==> config.mk <==
export PLATFORM = sky130hd
export DESIGN_NAME = itc_vga_out
export DESIGN_NICKNAME = d
export VERILOG_FILES = /design/src/rtl/itc_vga_out.sv
export SDC_FILE = /design/constraint.sdc
export NUM_CORES = 1
export LEC_CHECK = 0
export CORE_ASPECT_RATIO = 0.9
export CORE_MARGIN = 1
export CORE_UTILIZATION = 30
export DETAILED_ROUTE_END_ITERATION = 10
export DONT_BUFFER_PORTS = 1
export GPL_TIMING_DRIVEN = 1
export HOLD_SLACK_MARGIN = 0.02
export PLACE_DENSITY = 0.53
export SYNTH_ARGS = -nofsm -noshare
export SYNTH_HDL_FRONTEND = slang
export SYNTH_SLANG_ARGS = --single-unit
==> constraint.sdc <==
create_clock -name clk -period 2.45 [get_ports clk]
set_clock_uncertainty 0.2 [all_clocks]
set_input_delay 0.245 -clock clk [delete_from_list [all_inputs] [get_ports clk]]
set_output_delay 0.245 -clock clk [all_outputs]
set_load 0.05 [all_outputs]
==> src/rtl/itc_vga_out.sv <==
// ITC clocked-video to VGA DAC output stage: two-stage registered pipeline with
// sync polarity control, geometry/frame measurement, underflow monitor and colour bars.
module itc_vga_out #(
   parameter bit H_SYNC_POL     = 1'b0,
   parameter bit V_SYNC_POL     = 1'b0,
   parameter int BAR_WIDTH      = 80,
   parameter int CNT_W          = 12,
   parameter bit BLANK_ON_UFLOW = 1'b1
) (
   input  logic             clk,
   input  logic             reset_n,
   input  logic [23:0]      vid_data,
   input  logic             vid_datavalid,
   input  logic             vid_h_sync,
   input  logic             vid_v_sync,
   input  logic             vid_underflow,
   input  logic             pattern_en,
   input  logic             clr_status,
   output logic [7:0]       vga_r,
   output logic [7:0]       vga_g,
   output logic [7:0]       vga_b,
   output logic             vga_hs,
   output logic             vga_vs,
   output logic             vga_blank_n,
   output logic [15:0]      frame_count,
   output logic [CNT_W-1:0] meas_width,
   output logic [CNT_W-1:0] meas_height,
   output logic             underflow_sticky
);

   localparam int              BW_W     = (BAR_WIDTH > 1) ? $clog2(BAR_WIDTH) : 1;
   localparam logic [BW_W-1:0] BAR_LAST = BW_W'(BAR_WIDTH - 1);
   localparam logic [CNT_W-1:0] CNT_MAX = '1;

   logic [23:0]      s1_data;
   logic             s1_dv, s1_hs, s1_vs, s1_uf;
   logic             s1_dv_prev, s1_vs_prev;
   logic [CNT_W-1:0] px_cnt, ln_cnt;
   logic [BW_W-1:0]  bar_px;
   logic [2:0]       bar_idx;
   logic             pat_active, frame_err;

   logic             fs, dv_fall, pat_nxt, err_nxt;
   logic [23:0]      colour, rgb_nxt;

   function automatic logic [23:0] bar_colour(input logic [2:0] idx);
      case (idx)
         3'd0:    return 24'hFFFFFF;
         3'd1:    return 24'hFFFF00;
         3'd2:    return 24'h00FFFF;
         3'd3:    return 24'h00FF00;
         3'd4:    return 24'hFF00FF;
         3'd5:    return 24'hFF0000;
         3'd6:    return 24'h0000FF;
         default: return 24'h000000;
      endcase
   endfunction

   // Stage 1: register inputs; the *_prev flops hold the previous S1 levels for edge detection.
   // NOTE: sequential state uses non-blocking assignments so every flop samples pre-edge values.
   always_ff @(posedge clk or negedge reset_n) begin
      if (!reset_n) begin
         s1_data    <= '0;
         s1_dv      <= 1'b0;
         s1_hs      <= 1'b0;
         s1_vs      <= 1'b0;
         s1_uf      <= 1'b0;
         s1_dv_prev <= 1'b0;
         s1_vs_prev <= 1'b0;
      end else begin
         s1_data    <= vid_data;
         s1_dv      <= vid_datavalid;
         s1_hs      <= vid_h_sync;
         s1_vs      <= vid_v_sync;
         s1_uf      <= vid_underflow;
         s1_dv_prev <= s1_dv;
         s1_vs_prev <= s1_vs;
      end
   end

   // NOTE: every always_comb output gets a default first, so no path can infer a latch.
   always_comb begin
      fs      = s1_vs & ~s1_vs_prev;
      dv_fall = ~s1_dv & s1_dv_prev;
      pat_nxt = fs ? pattern_en : pat_active;
      // Underflow outranks the frame-start clear, and blanks the offending pixel itself.
      err_nxt = s1_uf | (frame_err & ~fs);
      colour  = s1_data;
      if (err_nxt && BLANK_ON_UFLOW) colour = 24'h000000;
      else if (pat_nxt)              colour = bar_colour(bar_idx);
      rgb_nxt = s1_dv ? colour : 24'h000000;
   end

   // Stage 2: outputs, frame state and measurement counters.
   always_ff @(posedge clk or negedge reset_n) begin
      if (!reset_n) begin
         {vga_r, vga_g, vga_b} <= '0;
         vga_blank_n <= 1'b0;
         vga_hs      <= ~H_SYNC_POL;
         vga_vs      <= ~V_SYNC_POL;
         pat_active  <= 1'b0;
         frame_err   <= 1'b0;
         frame_count <= '0;
         px_cnt      <= '0;
         ln_cnt      <= '0;
         meas_width  <= '0;
         meas_height <= '0;
         bar_px      <= '0;
         bar_idx     <= '0;
      end else begin
         {vga_r, vga_g, vga_b} <= rgb_nxt;
         vga_blank_n <= s1_dv;
         vga_hs      <= H_SYNC_POL ? s1_hs : ~s1_hs;
         vga_vs      <= V_SYNC_POL ? s1_vs : ~s1_vs;
         pat_active  <= pat_nxt;
         frame_err   <= err_nxt;

         if (fs) frame_count <= frame_count + 16'd1;

         if (!s1_dv)                px_cnt <= '0;
         else if (px_cnt != CNT_MAX) px_cnt <= px_cnt + 1'b1;

         if (dv_fall) meas_width <= px_cnt;

         if (fs) begin
            meas_height <= ln_cnt;
            ln_cnt      <= '0;
         end else if (dv_fall && ln_cnt != CNT_MAX) begin
            ln_cnt <= ln_cnt + 1'b1;
         end

         if (!s1_dv) begin
            bar_px  <= '0;
            bar_idx <= '0;
         end else if (bar_px == BAR_LAST) begin
            bar_px <= '0;
            if (bar_idx != 3'd7) bar_idx <= bar_idx + 3'd1;
         end else begin
            bar_px <= bar_px + 1'b1;
         end
      end
   end

   // Set wins over a same-cycle clear.
   always_ff @(posedge clk or negedge reset_n) begin
      if (!reset_n)          underflow_sticky <= 1'b0;
      else if (vid_underflow) underflow_sticky <= 1'b1;
      else if (clr_status)    underflow_sticky <= 1'b0;
   end

endmodule

* Word level (Yosys, flattened, before mapping)
Cells that the tools add are included.
Widths: inputs -> output; s select.
** Operators by class
- $add $sub $neg :: 5
- Equality and inequality tests :: 13
- Muxes and demuxes :: 16
- Bitwise logic cells :: 9
- Reductions and logical operators :: 5
** Operators by type and width (number)
- $pmux 24 s7 :: 1
- $mux 24 :: 3
- $mux 12 :: 4
- $add 12x1->12 const B :: 2
- $ne 12x12->1 const B :: 2
- $add 16x1->16 const B :: 1
- $mux 7 :: 2
- $eq 3x3->1 const B :: 3
- $mux 3 :: 3
- $add 7x1->7 const B :: 1
- $eq 7x7->1 const B :: 1
- $eq 3x2->1 const B :: 2
- $ne 2x1->1 const B :: 3
- $not 1->1 :: 5
- $reduce_bool 2->1 :: 2
- $add 3x1->3 const B :: 1
- $and 1x1->1 :: 3
- $eq 3x1->1 const B :: 1
- $logic_not 3->1 :: 1
- $mux 1 :: 3
- $ne 3x3->1 const B :: 1
- $reduce_and 2->1 :: 1
- $logic_and 1x1->1 :: 1
- $or 1x1->1 :: 1
** Word-level totals
- Flip-flop bits (word level) :: 133
- Input bits :: 32
- Output and inout port bits :: 68
- Logic and storage cells :: 70

* Longest topological paths before layout
Gate-level depths: netlist of the first run.
- Depth after elaboration :: 7
- Depth in mapped cells :: 6
- Depth with buffers taken out :: 6

* Worst setup path after synthesis of the first run
No wires, ideal clock.
- Kind :: register to register
- Start point :: register, netlist name vga_blank_n
- End point :: register ln_cnt[5]
- Library setup time :: 78 ps
- Arrival time :: 1753 ps
- Required time :: 2172 ps
- Path slack :: 419 ps
- Stages on the path, launching flop included :: 6
- Buffers on the path :: 1
- Period minus slack after synthesis :: 2031 ps
- Path through :: dfrtp_1 nor2b_1 buf_4 nand3_1 or4_2 a21oi_1
** RTL lines
- to (signal assigned) :: line 129 : ln_cnt <= ln_cnt + 1'b1;
- to (decl) :: line 38 : logic [CNT_W-1:0] px_cnt, ln_cnt;

* Worst setup path in the final report of the first run
- Start point :: register ln_cnt[0]
- End point :: register ln_cnt[5]
** On the way
- Cells in the longest elaborated chain, start to end :: 3
- Elaborated cells on any way between the ends :: 6
- Classes of those cells :: add/sub (1); eq/ne (1); mux (2); reduce/logical (2)
** RTL lines
- $add 12x1->12 / $ne 12x12->1 (equally long branches) :: line 129, 128
- $mux 12 / $logic_and 1x1->1 (equally long branches) :: line 128 : end else if (dv_fall && ln_cnt != CNT_MAX) begin
- $mux 12 / $reduce_bool 2->1 (equally long branches)
Parallel ways exist; a longest one is shown, timed or not. The select of a mux whose other input is x is not followed.
A chain may end at the register's enable or synchronous reset.

==> results.py, run 1 <==
metrics = {
    "place": {
        "place.gp.congestion": 0.786,
        "detailed_place_hpwl_um": 6620,
        "placement.cell_area_um2": 5480,
        "placed_cells": 655,
        "dp_worst_setup_slack_ps": 415,
        "portBuffers": 0,
    },
    "sta": {
        "drv_slew": 0,
        "finalHoldViolCount": 133,
        "final_period_minus_worst_setup_slack_ps": 2060,
        "post-route-worst-setup-slack_ps": 392,
        "worst_slew_margin": 0.610,
        "holdWs_ps": -677,
        "period_share": 0.840,
        "finalSetupViolCount": 0,
        "maxClockFrequency_ghz": 0.486,
        "rsz0062_at_grt": "no",
        "setup_tns_ps": 0,
        "tightest_slew_ps": 585,
    },
    "layout": {
        "diodes": 0,
        "flow.area_growth_from_synthesis_pct": 25.3,
        "design.final.nets": 538,
        "finalNonFillerCells": 716,
        "fin_area_um2": 6430,
        "area_occupied_by_multi_input_gates_um2": 1710,
        "n_fill_cell": 1601,
        "regArea_um2": 3330,
        "fraction_of_final_layout_cells_with_drive_strength_greater_than_1": 0.114,
    },
    "logic_synthesis": {
        "synth.largest_area_cell": "dfrtp_1",
        "most_used_dff_post_synth": "dfrtp_1",
        "synth_cells": 442,
        "synth-async-reset-ratio": 1.00,
        "synth-edff-count": 0,
        "ys_types": 45,
        "post-synth-top-area-fraction": 0.639,
        "seq_area_frac_synth": 0.649,
        "synth.avg_cell_area_um2": 11.6,
        "ys_ff_latch": 133,
        "synth.yosys.warnings": 0,
        "synth.net_count": 484,
        "mappedNetlistArea_um2": 5130,
        "netlist_top_cells_area": "dfrtp_1 (64%), nand2_1 (6.1%), o21a_1 (3.5%)",
    },
    "detailed_routing": {
        "drt-total-wl_um": 10500,
        "via_per_inst": 4.67,
        "detail_route.iter0.violations": 137,
        "ant_nets": 0,
        "route.vias.total": 3347,
        "routed_wire_length_per_instance_um": 14.7,
        "drt_drc_violations_left": 0,
        "drt_first_pass_iters": 4,
    },
    "setup_path": {
        "timing.rr.start": "ln_cnt[0]$_DFFE_PN0P_",
        "worst_path_largest_cell_delay_ps": 620,
        "timing.critical_path.arrival_ps": 2200,
        "worstPathCellList": "ha_1 > nand3_1 > nor3_1 > or4_2 > a21oi_1",
        "critPathSlowestCell": "or4_2",
        "endpoint_kind": "register",
        "critical_path_class": "reg2reg",
        "cp.required_ps": 2590,
        "timing_startpoint_of_the_critical_path": "ln_cnt[0]$_DFFE_PN0P_",
        "critical_path.startpoint_type": "register",
        "crit_path_max_fanout": 7,
    },
    "grt": {
        "overall_fraction_of_global_route_tracks_in_use": 0.129,
        "overflow": 0,
        "via_count_of_the_first_global_routing_pass": 3401,
        "largest_net_degree_at_the_start_of_global_routing": 134,
        "antenna_found_initial": 0,
        "global_route_wire_length_before_repair_um": 17400,
    },
    "worst_hold_path": {
        "min-delay-path-class": "in2async",
    },
    "clock_tree": {
        "tritoncts": "yes",
        "clk_transition_reported_paths_ps": 60,
        "holdBufCountCts": 29,
        "cts.htree.levels": 4,
        "clock_tree.buffer_depth": 2,
        "numCtsBuffers": 17,
        "cts-root-buf": "clkbuf_16",
        "insertion_delay_ps": 420,
        "post_cts_buffers": 0,
        "clock_sink_count": 133,
        "post_cts_resize_count": 0,
    },
    "power": {
        "worst_ir_drop_vdd_v": 0.000488,
        "pleak_nw": 3.00,
        "power_per_cell_area_nw_per_um2": 905,
    },
    "job": {
        "cap_viol_max_count": 0,
    },
    "status": {
        "outcome": "finished, violations left",
        "failing_checks": "negative hold slack",
    },
    "die": {
        "placement_rows": 44,
        "fp.dieW_um": 140,
        "die_area_um2": 17600,
        "floorplan.die.height_um": 126,
        "i_o_pin_count": 100,
        "coreArea_um2": 16400,
        "start_util": 0.313,
    },
}
critical path: cells and delay by family (launching register included):
kind,cells,cell delay [ps]
adders and majority gates,1,240
DFF,1,420
AOI/OAI and AO/OA,1,160
and+or+nand+nor,3,950
worst paths after layout:
check,slack [ps],endpoint,cells past startpoint
worst min register to register,160,vga_hs$_DFF_PN1_,1
worst max-delay path,390,ln_cnt[5]$_DFFE_PN0P_,5
worst min-delay path,-680,meas_width[3]$_DFFE_PN0P_,0
max in group asynchronous,2500,vga_hs$_DFF_PN1_,0
min in group clk,160,vga_hs$_DFF_PN1_,1
worst max register to register,390,ln_cnt[5]$_DFFE_PN0P_,5
placed cells by master (no fill, tap or decap), types with 4 or more instances in the layout:
cell,n
inv_1,12
bufinv_16,5
o31ai_1,5
nand4_1,7
xor2_1,14
dlygate4sd3_1,29
nor2_1,28
nand2_1,84
and4_1,4
nand2b_1,4
a21oi_1,8
ha_1,10
xnor2_1,12
and3_1,6
nor2b_1,5
nand3_1,14
clkbuf_16,17
clkinvlp_4,4
dfrtp_1,131
buf_4,17
o21a_1,24
o21ai_0,12
a211oi_1,4
nor3_1,7
metal layers:
layer  global-route usage  share of wire  vias to the layer above
met5                    0              0                        -
met4               0.0582          0.017                        0
met3               0.0471          0.051                       12
met2                0.201           0.47                       72
met1                0.161           0.46                     1644
li1                     -              -                     1619
area by class of cell:
type                    instances  share of cell area
well taps                     207              0.0403
inverters                      13             0.00759
clock inverters                12              0.0309
repair buffers                 46              0.0650
multi-input cells             285               0.266
flip-flops and latches        133               0.518
clock buffers                  20              0.0726
power by group:
group          internal, W  switching [W]  total, W
Combinational     0.000166       0.000304  0.000470
Sequential         0.00232       0.000199   0.00251
Clock              0.00189       0.000951   0.00284
registers in the layout (all words and copies together) (netlist names):
register	flops
vga_hs	1
px_cnt	12
s1_vs	1
vga_vs	1
vga_g	8
s1_data	24
s1_dv	1
s1_uf	1
ln_cnt	12
vga_blank_n	1
frame_err	1
pat_active	1
s1_hs	1
underflow_sticky	1
vga_b	8
bar_idx	3
vga_r	8
bar_px	7
s1_vs_prev	1
meas_height	12
frame_count	16
meas_width	12
synth_stat cells (4+ instances only):
| library cell | count |
|---|---|
| o21ai_0 | 12 |
| nor3_1 | 7 |
| a21oi_1 | 8 |
| a211oi_1 | 4 |
| ha_1 | 10 |
| nand2_1 | 84 |
| dfrtp_1 | 131 |
| and4_1 | 4 |
| clkbuf_1 | 6 |
| o21a_1 | 24 |
| nor2_1 | 28 |
| inv_1 | 12 |
| and3_1 | 6 |
| xor2_1 | 14 |
| nand2b_1 | 4 |
| o31ai_1 | 5 |
| nand3_1 | 14 |
| nor2b_1 | 6 |
| xnor2_1 | 12 |
| nand4_1 | 7 |
logic make-up (layout without fill, tap and decap cells):
logic type      Yosys count  count (layout)  synth area share
compound gates           69              69            0.0931
xor+xnor                 26              26            0.0444
fa+ha+maj                10              10            0.0244
buf+inv                  24              91            0.0185
flops                   133             133             0.649
mux                       3               3           0.00585
simple gates            177             177             0.165
per-stage QoR:
| stage | hold slack [ps] | total power (W) | utilization |
|---|---|---|---|
| detailed placement | -248 | 0.00299 | 0.334 |
| finish | -677 | 0.00582 | 0.392 |
| global route | -706 | 0.00605 | 0.392 |
| CTS | -706 | 0.00591 | 0.392 |
| floorplan | -251 | 0.00286 | - |
| global placement | -248 | 0.00298 | 0.334 |
Power figures use the tool's default switching activity.
==> run 2, diff against run 1 <==
--- a/config.mk
+++ b/config.mk
@@ -5,6 +5,7 @@
 export SDC_FILE = /design/constraint.sdc
 export NUM_CORES = 1
 export LEC_CHECK = 0
+export ABC_AREA = 1
 export CORE_ASPECT_RATIO = 0.9
 export CORE_MARGIN = 1
 export CORE_UTILIZATION = 30
@@ -12,7 +13,7 @@
 export DONT_BUFFER_PORTS = 1
 export GPL_TIMING_DRIVEN = 1
 export HOLD_SLACK_MARGIN = 0.02
-export PLACE_DENSITY = 0.53
+export PLACE_DENSITY = 0.54
 export SYNTH_ARGS = -nofsm -noshare
 export SYNTH_HDL_FRONTEND = slang
 export SYNTH_SLANG_ARGS = --single-unit
==> constraint.sdc (replaced) <==
create_clock -name clk -period 1.85 [get_ports clk]
set_clock_uncertainty 0.2 [all_clocks]
set_input_delay 0.185 -clock clk [delete_from_list [all_inputs] [get_ports clk]]
set_output_delay 0.185 -clock clk [all_outputs]
set_load 0.05 [all_outputs]
==> run 2 against run 1 <==
Area after synthesis increased by 6.9%. Die area grew 6.8%. Via count rose by 17%. Register-to-register slack got worse by 260 ps. Clock power up 19%. Sequential share of layout area fell by 2.6 points. The run still ends with negative hold slack left. Worst setup slack worse by 260 ps. Highest routed layer is now met5. Non-clock buffer count increased by 3. First-iteration DRC count is 98% higher. Final cell count is 23% higher. Maximum frequency grew 20%.
==> results.py, run 2 <==
metrics = {
    "logic_synthesis": {
        "yosys.cell_count.top_type": "dfrtp_1",
        "seq_area_frac_synth": 0.607,
        "yosys-top-cells-count": "dfrtp_1 (131), nand2_1 (130), nor2_1 (83), inv_1 (58), nand3_1 (41)",
        "synth_cells": 574,
        "netlist_top_cells_area": "dfrtp_1 (60%), nand2_1 (8.9%), nor2_1 (5.7%)",
        "ys_types": 33,
        "synth.net_count": 616,
        "post-synth-top-area-fraction": 0.597,
        "synth_fa_ha_area_frac": 0.0228,
        "yosys-mux-area-fraction": 0,
        "synth.yosys.warnings": 0,
        "synth.largest_area_cell": "dfrtp_1",
        "synth-async-reset-ratio": 1.00,
        "synthSimpleGateAreaFrac": 0.241,
        "synth-edff-count": 0,
        "mappedNetlistArea_um2": 5490,
        "ys_ff_latch": 133,
        "synth.avg_cell_area_um2": 9.56,
        "yosys.area_share.xor_xnor": 0.0239,
        "most_used_dff_post_synth": "dfrtp_1",
        "synth_top_family_by_area": "simple AND/OR/NAND/NOR gates",
        "synth_compound_area_frac": 0.0502,
    },
    "clock_tree": {
        "clk_transition_reported_paths_ps": 70,
        "clock_tree.buffer_depth": 2,
        "clock_sink_count": 133,
        "holdBufCountCts": 30,
        "numCtsBuffers": 17,
        "insertion_delay_ps": 420,
        "cts.htree.levels": 4,
        "post_cts_buffers": 0,
        "cts-root-buf": "clkbuf_16",
        "tritoncts": "yes",
    },
    "place": {
        "detailed_place_hpwl_um": 7830,
        "place.gp.congestion": 0.874,
        "portBuffers": 0,
    },
    "power": {
        "pleak_nw": 3.27,
        "worst_ir_drop_vdd_v": 0.000574,
        "power_per_cell_area_nw_per_um2": 1090,
        "cell_internal_pwr_w": 0.00530,
        "sw_share": 0.279,
        "clock_power_share": 0.461,
        "p_sw_w": 0.00205,
        "power.sequential.fraction": 0.453,
        "combinationalPowerShare": 0.087,
    },
    "grt": {
        "via_count_of_the_first_global_routing_pass": 3740,
        "largest_net_degree_at_the_start_of_global_routing": 134,
        "overflow": 0,
        "antenna_found_initial": 1,
        "global_route_wire_length_before_repair_um": 18700,
        "overall_fraction_of_global_route_tracks_in_use": 0.130,
    },
    "status": {
        "outcome": "finished, violations left",
        "failing_checks": "negative hold slack",
    },
    "job": {
        "cap_viol_max_count": 0,
    },
    "detailed_routing": {
        "met3WireLength_um": 711,
        "drt_first_pass_iters": 4,
        "drt_drc_violations_left": 0,
        "route.vias.total": 3932,
        "ant_nets": 0,
        "detail_route.iter0.violations": 271,
        "dr_wl_met2_um": 5410,
        "routedLengthMet1_um": 5270,
        "drt-total-wl_um": 11600,
        "dr.max_layer_used": "met5",
        "via_per_inst": 4.45,
        "routed_wire_length_per_instance_um": 13.1,
    },
    "layout": {
        "top_register": "s1_data",
        "layout.core_utilization": 0.381,
        "flow.area_growth_from_synthesis_pct": 23.4,
        "regArea_um2": 3330,
        "design.final.nets": 673,
        "reg_top3": "s1_data: 24 flops, frame_count: 16 flops",
        "diodes": 0,
        "n_fill_cell": 1745,
        "layout.cells.most_common": "dfrtp_1",
        "area_occupied_by_multi_input_gates_um2": 1860,
        "fraction_of_final_layout_cells_with_drive_strength_greater_than_1": 0.134,
        "most-common-layout-cells": "dfrtp_1 (131), nand2_1 (130), nor2_1 (83)",
        "largest_register_ffs": 24,
    },
    "setup_path": {
        "endpoint_kind": "register",
        "cp.required_ps": 1970,
        "crit_path_max_fanout": 6,
        "critical_path.startpoint_type": "register",
        "worst-r2r-setup-slack_ps": 130,
        "worstPathCellList": "ha_1 > nand3_1 > nor2_2 > nand3_2 > a21oi_1",
        "critical_path_class": "reg2reg",
        "critPathSlowestCell": "dfrtp_1",
        "worst_path_largest_cell_delay_ps": 410,
        "timing.critical_path.arrival_ps": 1830,
    },
    "die": {
        "die_area_um2": 18800,
        "start_util": 0.308,
        "coreArea_um2": 17800,
        "fp.dieW_um": 145,
        "placement_rows": 46,
        "i_o_pin_count": 100,
        "floorplan.die.height_um": 130,
    },
    "sta": {
        "worst_slew_margin": 0.623,
        "rsz0062_at_grt": "no",
        "tightest_slew_ps": 565,
        "setup_tns_ps": 0,
        "maxClockFrequency_ghz": 0.582,
        "drv_slew": 0,
        "holdWs_ps": -740,
        "finalSetupViolCount": 0,
        "final_period_minus_worst_setup_slack_ps": 1720,
        "period_share": 0.928,
        "finalHoldViolCount": 133,
    },
    "worst_hold_path": {
        "min-delay-path-class": "in2async",
    },
}
[run 2: per-stage QoR]
stage          hold slack [ps]  power, W  setup WS, ps  instance area [um^2]  instances
6_report                  -740   0.00735           133                  6770        884
4_1_cts                   -760   0.00744           100                  6770        884
5_1_grt                   -767   0.00766          8.35                  6770        884
2_1_floorplan             -311   0.00379           130                  5490        574
3_5_place_dp              -306   0.00397           107                  5870        822
3_3_place_gp              -307   0.00396           107                  5870        822
[run 2: per-layer routing]
layer  vias to the layer above  track usage
li1                       1932            -
met1                      1899        0.163
met2                        84        0.200
met3                        15       0.0514
met4                         2       0.0545
met5                         -            0
[run 2: timing repair]
item                       4_1_cts  5_1_grt
hold endpoints to repair       178      133
gates resized for setup          0        1
setup endpoints to repair        0        2
[run 2: power by group through the flow]
stage                     registers, W  clock network [W]  logic [W]
after floorplan                0.00354                  0   0.000243
after detailed placement       0.00338                  0   0.000588
after CTS                      0.00333            0.00347   0.000644
after global routing           0.00335            0.00360   0.000701
after global placement         0.00338                  0   0.000579
final                          0.00333            0.00339   0.000637
[run 2: kinds of logic (layout without fill, tap and decap cells)]
logic type,Yosys count,in the layout
XOR/XNOR,15,15
AO/OA/AOI/OAI,50,50
flip-flops,133,133
buffers and inverters,73,143
adder cells (fa/ha/maj),10,10
AND/OR/NAND/NOR,293,293
[run 2: final timing paths]
path | to | startpoint | depth (start not counted)
worst max-delay path | px_cnt[6]$_DFFE_PN0P_ | px_cnt[0]$_DFFE_PN0P_ | 5
worst min-delay path | meas_width[11]$_DFFE_PN0P_ | reset_n | 0
worst max register to register | px_cnt[6]$_DFFE_PN0P_ | px_cnt[0]$_DFFE_PN0P_ | 5
worst min register to register | vga_hs$_DFF_PN1_ | s1_hs$_DFF_PN0_ | 1
max in group asynchronous | vga_vs$_DFF_PN1_ | reset_n | 0
min in group clk | s1_data[19]$_DFF_PN0_ | vid_data[19] | 1
[run 2: critical path, delay by kind of cell (launching register included)]
family | cells | cell delay (ps)
compound gates | 1 | 260
fa+ha+maj | 1 | 200
flops | 1 | 410
simple gates | 3 | 540
[run 2: cell type report]
type                            count  area share
Clock inverter                     14      0.0238
Clock buffer                       18      0.0634
Tap cell                          240      0.0444
Sequential cell                   133       0.492
Timing Repair Buffer               49      0.0673
Multi-Input combinational cell    368       0.274
Inverter                           62      0.0346
